[src/rtl/prog_loader_pkg.sv]
// prog_loader_pkg: shared types and constants for the boot loader.
//   state_t        - frame parser states
//   CMD_*          - command byte encodings
//   DEF_SYNC_BYTE  - default frame start marker
package prog_loader_pkg;

    typedef enum logic [2:0] {
        ST_SYNC,
        ST_CMD,
        ST_ADDR0,
        ST_ADDR1,
        ST_CNT0,
        ST_CNT1,
        ST_DATA
    } state_t;

    localparam logic [7:0] CMD_WR_IMEM   = 8'h01;
    localparam logic [7:0] CMD_WR_DMEM   = 8'h02;
    localparam logic [7:0] CMD_GO        = 8'h03;
    localparam logic [7:0] DEF_SYNC_BYTE = 8'hA5;

endpackage

[src/rtl/loader_word_asm.sv]
// loader_word_asm: little-endian byte-to-word assembler.
//   clk, rst   - clock, synchronous active-high reset
//   byte_en    - byte_in is a payload byte this cycle
//   clr        - restart assembly at byte 0
//   byte_in    - payload byte
//   word_done  - combinational: the 4th byte is present this cycle
//   word       - assembled word, valid while word_done is high
module loader_word_asm (
    input  logic        clk,
    input  logic        rst,
    input  logic        byte_en,
    input  logic        clr,
    input  logic [7:0]  byte_in,
    output logic        word_done,
    output logic [31:0] word
);

    logic [1:0]  cnt;
    logic [23:0] sr;    // bytes 0..2, byte 0 ends up in [7:0]

    // The 4th byte is not stored: it is combined directly so the top can
    // register the finished word on the same edge that accepts the byte.
    assign word_done = byte_en && (cnt == 2'd3);
    assign word      = {byte_in, sr};

    always_ff @(posedge clk) begin
        if (rst || clr) begin
            cnt <= 2'd0;
            sr  <= 24'd0;
        end else if (byte_en) begin
            cnt <= cnt + 2'd1;
            sr  <= {byte_in, sr[23:8]};
        end
    end

endmodule

[src/rtl/prog_loader.sv]
// prog_loader: framed byte stream -> instruction/data memory writes, with
// control of the core reset.
//   clk, rst                        - clock, synchronous active-high reset
//   in_valid/in_ready/in_data       - byte stream input
//   imem_we/imem_addr/imem_wdata    - instruction memory write port
//   dmem_we/dmem_addr/dmem_wdata    - data memory write port
//   core_rst                        - 1 holds the core in reset
//   busy                            - frame in progress
//   err                             - sticky unknown-command flag
module prog_loader
    import prog_loader_pkg::*;
#(
    parameter int         IMEM_AW   = 10,
    parameter int         DMEM_AW   = 10,
    parameter logic [7:0] SYNC_BYTE = DEF_SYNC_BYTE
) (
    input  logic               clk,
    input  logic               rst,
    input  logic               in_valid,
    output logic               in_ready,
    input  logic [7:0]         in_data,
    output logic               imem_we,
    output logic [IMEM_AW-1:0] imem_addr,
    output logic [31:0]        imem_wdata,
    output logic               dmem_we,
    output logic [DMEM_AW-1:0] dmem_addr,
    output logic [31:0]        dmem_wdata,
    output logic               core_rst,
    output logic               busy,
    output logic               err
);

    // Address register only keeps the bits either memory can use; the
    // 16-bit frame address is truncated on load.
    localparam int AW = (IMEM_AW > DMEM_AW) ? IMEM_AW : DMEM_AW;

    state_t        state_q, state_d;
    logic          accept;
    logic          sel_dmem;
    logic [7:0]    addr_lo;
    logic [AW-1:0] addr_q;
    logic [15:0]   cnt_q;
    logic          asm_en, asm_clr, word_done;
    logic [31:0]   word;

    assign accept = in_valid && in_ready;
    assign busy   = (state_q != ST_SYNC);

    loader_word_asm u_asm (
        .clk       (clk),
        .rst       (rst),
        .byte_en   (asm_en),
        .clr       (asm_clr),
        .byte_in   (in_data),
        .word_done (word_done),
        .word      (word)
    );

    always_ff @(posedge clk) begin
        if (rst) state_q <= ST_SYNC;
        else     state_q <= state_d;
    end

    always_comb begin
        state_d = state_q;
        asm_en  = 1'b0;
        asm_clr = 1'b0;
        case (state_q)
            ST_SYNC:  if (accept && in_data == SYNC_BYTE) state_d = ST_CMD;
            ST_CMD:   if (accept) begin
                          if (in_data == CMD_WR_IMEM || in_data == CMD_WR_DMEM)
                              state_d = ST_ADDR0;
                          else
                              state_d = ST_SYNC;
                      end
            ST_ADDR0: if (accept) state_d = ST_ADDR1;
            ST_ADDR1: if (accept) state_d = ST_CNT0;
            ST_CNT0:  if (accept) state_d = ST_CNT1;
            ST_CNT1:  if (accept) begin
                          if ({in_data, cnt_q[7:0]} == 16'd0) begin
                              state_d = ST_SYNC;
                          end else begin
                              state_d = ST_DATA;
                              asm_clr = 1'b1;
                          end
                      end
            ST_DATA:  begin
                          asm_en = accept;
                          if (word_done && cnt_q == 16'd1) state_d = ST_SYNC;
                      end
            default:  state_d = ST_SYNC;
        endcase
    end

    always_ff @(posedge clk) begin
        if (rst) begin
            in_ready   <= 1'b0;
            sel_dmem   <= 1'b0;
            addr_lo    <= 8'd0;
            addr_q     <= '0;
            cnt_q      <= 16'd0;
            core_rst   <= 1'b1;
            err        <= 1'b0;
            imem_we    <= 1'b0;
            imem_addr  <= '0;
            imem_wdata <= 32'd0;
            dmem_we    <= 1'b0;
            dmem_addr  <= '0;
            dmem_wdata <= 32'd0;
        end else begin
            in_ready <= 1'b1;
            imem_we  <= 1'b0;
            dmem_we  <= 1'b0;
            if (accept) begin
                case (state_q)
                    ST_CMD: begin
                        if (in_data == CMD_WR_IMEM || in_data == CMD_WR_DMEM) begin
                            core_rst <= 1'b1;
                            sel_dmem <= (in_data == CMD_WR_DMEM);
                        end else if (in_data == CMD_GO) begin
                            core_rst <= 1'b0;
                        end else begin
                            err <= 1'b1;
                        end
                    end
                    ST_ADDR0: addr_lo     <= in_data;
                    ST_ADDR1: addr_q      <= AW'({in_data, addr_lo});
                    ST_CNT0:  cnt_q[7:0]  <= in_data;
                    ST_CNT1:  cnt_q[15:8] <= in_data;
                    default: ;
                endcase
            end
            if (word_done) begin
                if (sel_dmem) begin
                    dmem_we    <= 1'b1;
                    dmem_addr  <= addr_q[DMEM_AW-1:0];
                    dmem_wdata <= word;
                end else begin
                    imem_we    <= 1'b1;
                    imem_addr  <= addr_q[IMEM_AW-1:0];
                    imem_wdata <= word;
                end
                addr_q <= addr_q + 1'b1;
                cnt_q  <= cnt_q - 16'd1;
            end
        end
    end

endmodule
[config.mk]
export PLATFORM = sky130hd
export DESIGN_NAME = prog_loader
export DESIGN_NICKNAME = d
export VERILOG_FILES = /design/src/rtl/prog_loader_pkg.sv /design/src/rtl/loader_word_asm.sv /design/src/rtl/prog_loader.sv
export SDC_FILE = /design/constraint.sdc
export NUM_CORES = 1
export LEC_CHECK = 0
export CAP_MARGIN = 20
export CORE_MARGIN = 2
export CORE_UTILIZATION = 35
export DETAILED_ROUTE_END_ITERATION = 16
export SKIP_CTS_REPAIR_TIMING = 1
export SYNTH_ARGS = -nofsm -noshare
export SYNTH_HDL_FRONTEND = slang
export SYNTH_SLANG_ARGS = --single-unit
[constraint.sdc]
create_clock -name clk -period 4.5 [get_ports clk]
set_clock_uncertainty 0.2 [all_clocks]
set_input_delay 0.9 -clock clk [delete_from_list [all_inputs] [get_ports clk]]
set_output_delay 0.9 -clock clk [all_outputs]
set_load 0.005 [all_outputs]
==> results of run 1 <==
[synth_stat cells, types with 2 or more instances]
cell	number
o21ai_0	14
nand4_1	8
dfxtp_1	153
nor3_1	6
nor2_1	33
nor2b_1	2
ha_1	5
o211ai_1	5
or3_1	5
a211oi_1	5
clkbuf_1	48
and3_1	6
a21o_1	2
mux2i_1	8
o311ai_0	2
a32oi_1	2
nor4_2	3
nand3_1	11
nor4_1	4
nand2b_1	2
a31oi_1	18
a22oi_1	2
a21oi_1	125
or3_2	3
inv_1	11
buf_2	3
nand2_1	244
a221oi_1	2
or2_2	4
or4_4	2
nor3b_1	2
a311oi_1	2
[area by class of cell]
type                    instances  share of cell area
clock buffers                  21              0.0614
inverters                      12             0.00576
flip-flops and latches        153               0.392
multi-input cells             544               0.346
repair buffers                116               0.145
clock inverters                10              0.0152
well taps                     220              0.0352
[tightest hold or removal path, cell delays in order, from the launching register on]
cell and delay, ns:
dfxtp_1 0.31, nand2_1 0.05, a21oi_1 0.05
[flip-flops by register name, summed over array words and instances (netlist names), 2 cells and up]
signal      cells
addr_lo         8
addr_q         10
imem_wdata     32
cnt_q          16
imem_addr      10
u_asm.cnt       2
dmem_addr      10
dmem_wdata     32
state_q         3
u_asm.sr       24
[power breakdown]
part / switching (uW) / internal, uW / total [uW]
Sequential: 1.44 / 1360 / 1360
Combinational: 42.8 / 14.9 / 57.7
Clock: 564 / 872 / 1440
[through the flow]
stage / total power (uW) / worst slack [ns] / utilization / cells / hold WS, ns
after floorplan: 1420 / 1.78 / - / 762 / 0.231
after global placement: 1440 / 0.864 / 0.432 / 1045 / 0.241
after detailed placement: 1440 / 0.765 / 0.432 / 1045 / 0.247
after CTS: 2880 / 1.21 / 0.468 / 1076 / 0.256
after global routing: 2930 / 0.962 / 0.468 / 1076 / 0.270
final: 2850 / 1.20 / 0.468 / 1076 / 0.252
[kinds of logic (layout without fill, tap and decap cells)]
logic type | Yosys count | after routing | synth area share
AND/OR/NAND/NOR | 340 | 340 | 0.243
AO/OA/AOI/OAI | 189 | 189 | 0.179
flip-flops | 153 | 153 | 0.510
buffers and inverters | 65 | 159 | 0.0419
multiplexers | 8 | 8 | 0.0133
adder cells (fa/ha/maj) | 5 | 5 | 0.0104
XOR/XNOR | 2 | 2 | 0.00292
[routing by layer]
layer,wire length [um],vias up
met5,0,-
met4,299,0
met3,1060,25
met2,7470,141
met1,7900,2581
li1,-,2754
[worst min-delay path by stage]
stage	start	cells after the start	to	slack, ns
2_1_floorplan	addr_lo[3]$_SDFFE_PP0P_	2	addr_q[3]$_SDFFE_PP0P_	0.23
3_3_place_gp	dmem_addr[2]$_SDFFE_PP0P_	2	dmem_addr[2]$_SDFFE_PP0P_	0.24
3_5_place_dp	imem_wdata[13]$_SDFFE_PP0P_	2	imem_wdata[13]$_SDFFE_PP0P_	0.25
4_1_cts	imem_wdata[13]$_SDFFE_PP0P_	2	imem_wdata[13]$_SDFFE_PP0P_	0.26
5_1_grt	dmem_wdata[6]$_SDFFE_PP0P_	2	dmem_wdata[6]$_SDFFE_PP0P_	0.27
6_report	dmem_wdata[11]$_SDFFE_PP0P_	2	dmem_wdata[11]$_SDFFE_PP0P_	0.25
==> metrics, run 1 <==
relative slew slack 0.286; Num CTS Buffers 17; FMAX 0.303 GHz; PortBufs 100; share of the synthesized area in the top cell type 0.510; gpl congestion 0.854; Final min period 3.30 ns; vias per inst between 5 and 6; Pwr Density 365 nW/um^2; synth top area cells dfxtp_1, nand2_1, a21oi_1, clkbuf_1, nor2_1; FF+latch area 3060 um^2; Synth Area per Inst 7.88 um^2; Routed Antenna Nets 0; final setup violation count 0; clk buf depth 2; GRT busiest layer met2; TritonCTS clock tree done; asr flop ratio synth 0; most frequent cells in the layout nand2_1, dfxtp_1, a21oi_1; HP Class flop to flop; most common cell after layout, fill and taps aside nand2_1; layout cell share with drive strength beyond 1 0.0759; max_cap viols 0; DRT Pass-1 Iters 5; M1 GR Usage 0.247; chip width 135 um; initial drt markers around 400; die area 18200 um^2; Critical Path RT 4.64 ns; Critical Path End u_asm.sr[17]$_SDFFE_PP0P_; Post-Route WL 16700 um; global-route wire length before repair 26600 um; CP top delay family simple AND/OR/NAND/NOR gates; Mapped Area 6000 um^2; R2R depth 6; Antenna diodes 0; Crit Path Class primary input to flop; gr usage total 0.187; P_leak 0.00257 uW; Distinct cells, synth 52; Critical Path, Cell by Cell clkdlybuf4s50_1, or3_1, nor4_2, nand4_1, a21o_1, a21oi_1; insertion delay to the later sink of the worst-skew pair 0.42 ns; DRC viols 0; area of the multi-input gates 2710 um^2; crit-path max cell delay roughly 0.59 ns; Cells after Synth 762; worst r2r dst imem_wdata[0]$_SDFFE_PP0P_; Worst Path Buf+Inv 1; Syn-to-layout area delta 30.2%; Worst IR Drop VDD approximately 0.25 mV; initial antenna violation count 0; Setup crit end kind flop; reg2reg start state_q[2]$_SDFFE_PP0P_; status finished, final reports clean; CP max-delay cell clkdlybuf4s50_1; Reg2Reg Setup Slack 1.68 ns; Synth area leader dfxtp_1; GR Overflow Total 0; RSZ-0062 raised after global routing false; number of global-route vias before repair between 4000 and 5000; Nets 860; CTS HTree Levels 4; WP data arrival ~3.5 ns; Filler cells ~1700; startpoint types primary input; met3 global-route usage 0.0544; Net Count, Synth roughly 780; Final Max Tran Viols 0; routed vias ~5500; Initial Util 0.359; pin count of the biggest net entering global routing 69; core area 16700 um^2; Hold Fails Final Rpt 0; boundary pin count 101; routed length per instance ~16 um; CTS Sinks about 150; FF+latch count, synth 153; Root Buffer clkbuf_16; placement row count 47; Post-Route Setup TNS 0 ns; Max FO, Critical Path 26; sequential-to-total area share from yosys stat 0.510; dpl hpwl 11000 um; Top FF cell, synth dfxtp_1; yosys warns 0; worst slew pin tran approximately 1.1 ns; Clock Pin Slew Worst Setup and Hold Paths 0.06 ns; critical path depth in cells 6; fin crit share 0.733; DP Area 7220 um^2; Die Ht approximately 130 um; final non-filler cell area 7820 um^2; Post-synth EDFFs 0; M2 GR Usage 0.289; Crit. Startpoint in_data[4]
Power figures use the tool's default switching activity.
==> inputs of run 2 (changes only) <==
==> constraint.sdc (replaced) <==
create_clock -name clk -period 3 [get_ports clk]
set_clock_uncertainty 0.2 [all_clocks]
set_input_delay 0.6 -clock clk [delete_from_list [all_inputs] [get_ports clk]]
set_output_delay 0.6 -clock clk [all_outputs]
set_load 0.005 [all_outputs]
==> run 2 against run 1 <==
Compared with the run above: critical path depth shrank 3; sequential share of layout area down 0.83 points; worst hold slack worse by 0.00087 ns; clock power up 52%; clock-buffer cell count down 3; final area increased by 2.2%; register-to-register slack worse by 1.1 ns; via count up 0.95%; worst setup slack worse by 0.98 ns; sequential power is 49% higher.
==> metrics, run 2 (same netlist as run 1, synthesis figures left out) <==
Worst IR Drop VDD 0.429 mV (+75%); CTS HTree Levels 4 (unchanged); Crit Path Class flop to primary output; die area 18200 um^2 (unchanged); placement row count 47 (unchanged); FMAX 0.359 GHz; Setup crit end kind primary output; hold_sp imem_wdata[14]$_SDFFE_PP0P_; HP Class flop to flop; status finished, final reports clean; insertion delay to the later sink of the worst-skew pair 0.42 ns (about the same); routed vias 5553 (+0.95%); reg2reg start cnt_q[8]$_SDFFE_PP0P_; core area 16700 um^2 (unchanged); initial drt markers 437 (+12%); final setup violation count 0 (unchanged); Post-Route Setup TNS 0 ns (unchanged); Final min period 2.78 ns; CTS Sinks 153 (unchanged); clk buf depth 2 (unchanged); WHS 0.252 ns (-0.000866 ns); initial antenna violation count 1 (+1); Num CTS Buffers 17 (unchanged); Post-Route WL 17500 um (+4.6%); gpl congestion 0.864 (+1.2%); DRC viols 0 (unchanged); Routed Antenna Nets 0 (unchanged); Syn-to-layout area delta 33.1%; Layout Utilization 0.478 (+0.0102); pin count of the biggest net entering global routing 54 (-22%); Max FO, Critical Path 15 (-42%); Initial Util 0.359 (unchanged); max_cap viols 0 (unchanged); WP data arrival 1.98 ns (-1.47 ns); chip width 135 um (unchanged); P_leak 0.00266 uW (+3.6%); Crit. Startpoint state_q[2]$_SDFFE_PP0P_; Die Ht 135 um (unchanged); Critical Path RT 2.20 ns (-2.44 ns); DRT Pass-1 Iters 5 (unchanged); Hold Fails Final Rpt 0 (unchanged); startpoint types flop; most frequent cells in the layout nand2_1, dfxtp_1, a21oi_1; boundary pin count 101 (unchanged); Final Max Tran Viols 0 (unchanged); layout cell share with drive strength beyond 1 0.0917 (+0.0158); GR Overflow Total 0 (unchanged); DP Cell Count 1061 (+1.5%); Pwr Density 541 nW/um^2 (+48%); fin crit share 0.927; fin cells 1093 (+1.6%); routed length per instance 16.0 um (+3.0%); number of global-route vias before repair 5004 (+0.83%); dpl hpwl 11500 um (+5.3%); relative slew slack 0.559 (+0.273); worst slew pin tran 0.658 ns (-0.403 ns); Clock Pin Slew Worst Setup and Hold Paths 0.06 ns (about the same); Root Buffer clkbuf_16; TritonCTS clock tree done; Nets 876 (+1.9%); PortBufs 100 (unchanged); most common cell after layout, fill and taps aside nand2_1; vias per inst 5.08 (-0.62%); RSZ-0062 raised after global routing false; global-route wire length before repair 27300 um (+2.8%); gr usage total 0.192 (+0.00577); largest registers dmem_wdata x32, imem_wdata x32, u_asm.sr x24
## run 2: critical path, stage by stage, from the launching register on
cell and delay (ns):
dfxtp_1 0.62, inv_1 0.24, nand3_1 0.18, clkdlybuf4s50_1 0.52
## run 2: layer usage
| layer | GRT usage | share of wire | vias up | wire (um) |
|---|---|---|---|---|
| li1 | - | - | 2789 | - |
| met1 | 0.256 | 0.47 | 2587 | 8160 |
| met2 | 0.312 | 0.47 | 155 | 8230 |
| met3 | 0.0454 | 0.050 | 22 | 870 |
| met4 | 0.0579 | 0.014 | 0 | 250 |
| met5 | 0 | 0 | - | 0 |
## run 2: path summary, 6_finish.rpt
kind / cells after the start / endpoint / slack [ns]
worst min-delay path: 2 / imem_wdata[14]$_SDFFE_PP0P_ / 0.25
worst min register to register: 2 / imem_wdata[14]$_SDFFE_PP0P_ / 0.25
worst max register to register: 5 / cnt_q[15]$_SDFFE_PP0P_ / 0.59
worst max-delay path: 3 / busy / 0.22
## run 2: power by group
group	internal, uW	switching, uW
clock	1310	874
sequential	2030	2.44
combinational	32.2	70.2
## run 2: metrics by stage
step                      setup slack [ns]  total power, uW  cell area [um^2]
after floorplan                      0.581             2130              6000
after global placement               0.176             2180              7390
after detailed placement             0.165             2180              7390
after CTS                            0.232             4350              7990
after global routing                 0.106             4460              7990
final                                0.218             4320              7990
## run 2: area by class of cell
class,count,area [um^2]
Clock buffer,18,429
Sequential cell,153,3060
Clock inverter,13,168
Antenna cell,1,2.50
Fill cell,1686,8710
Inverter,12,45.0
Timing Repair Buffer,132,1300
Tap cell,220,275
Multi-Input combinational cell,544,2710
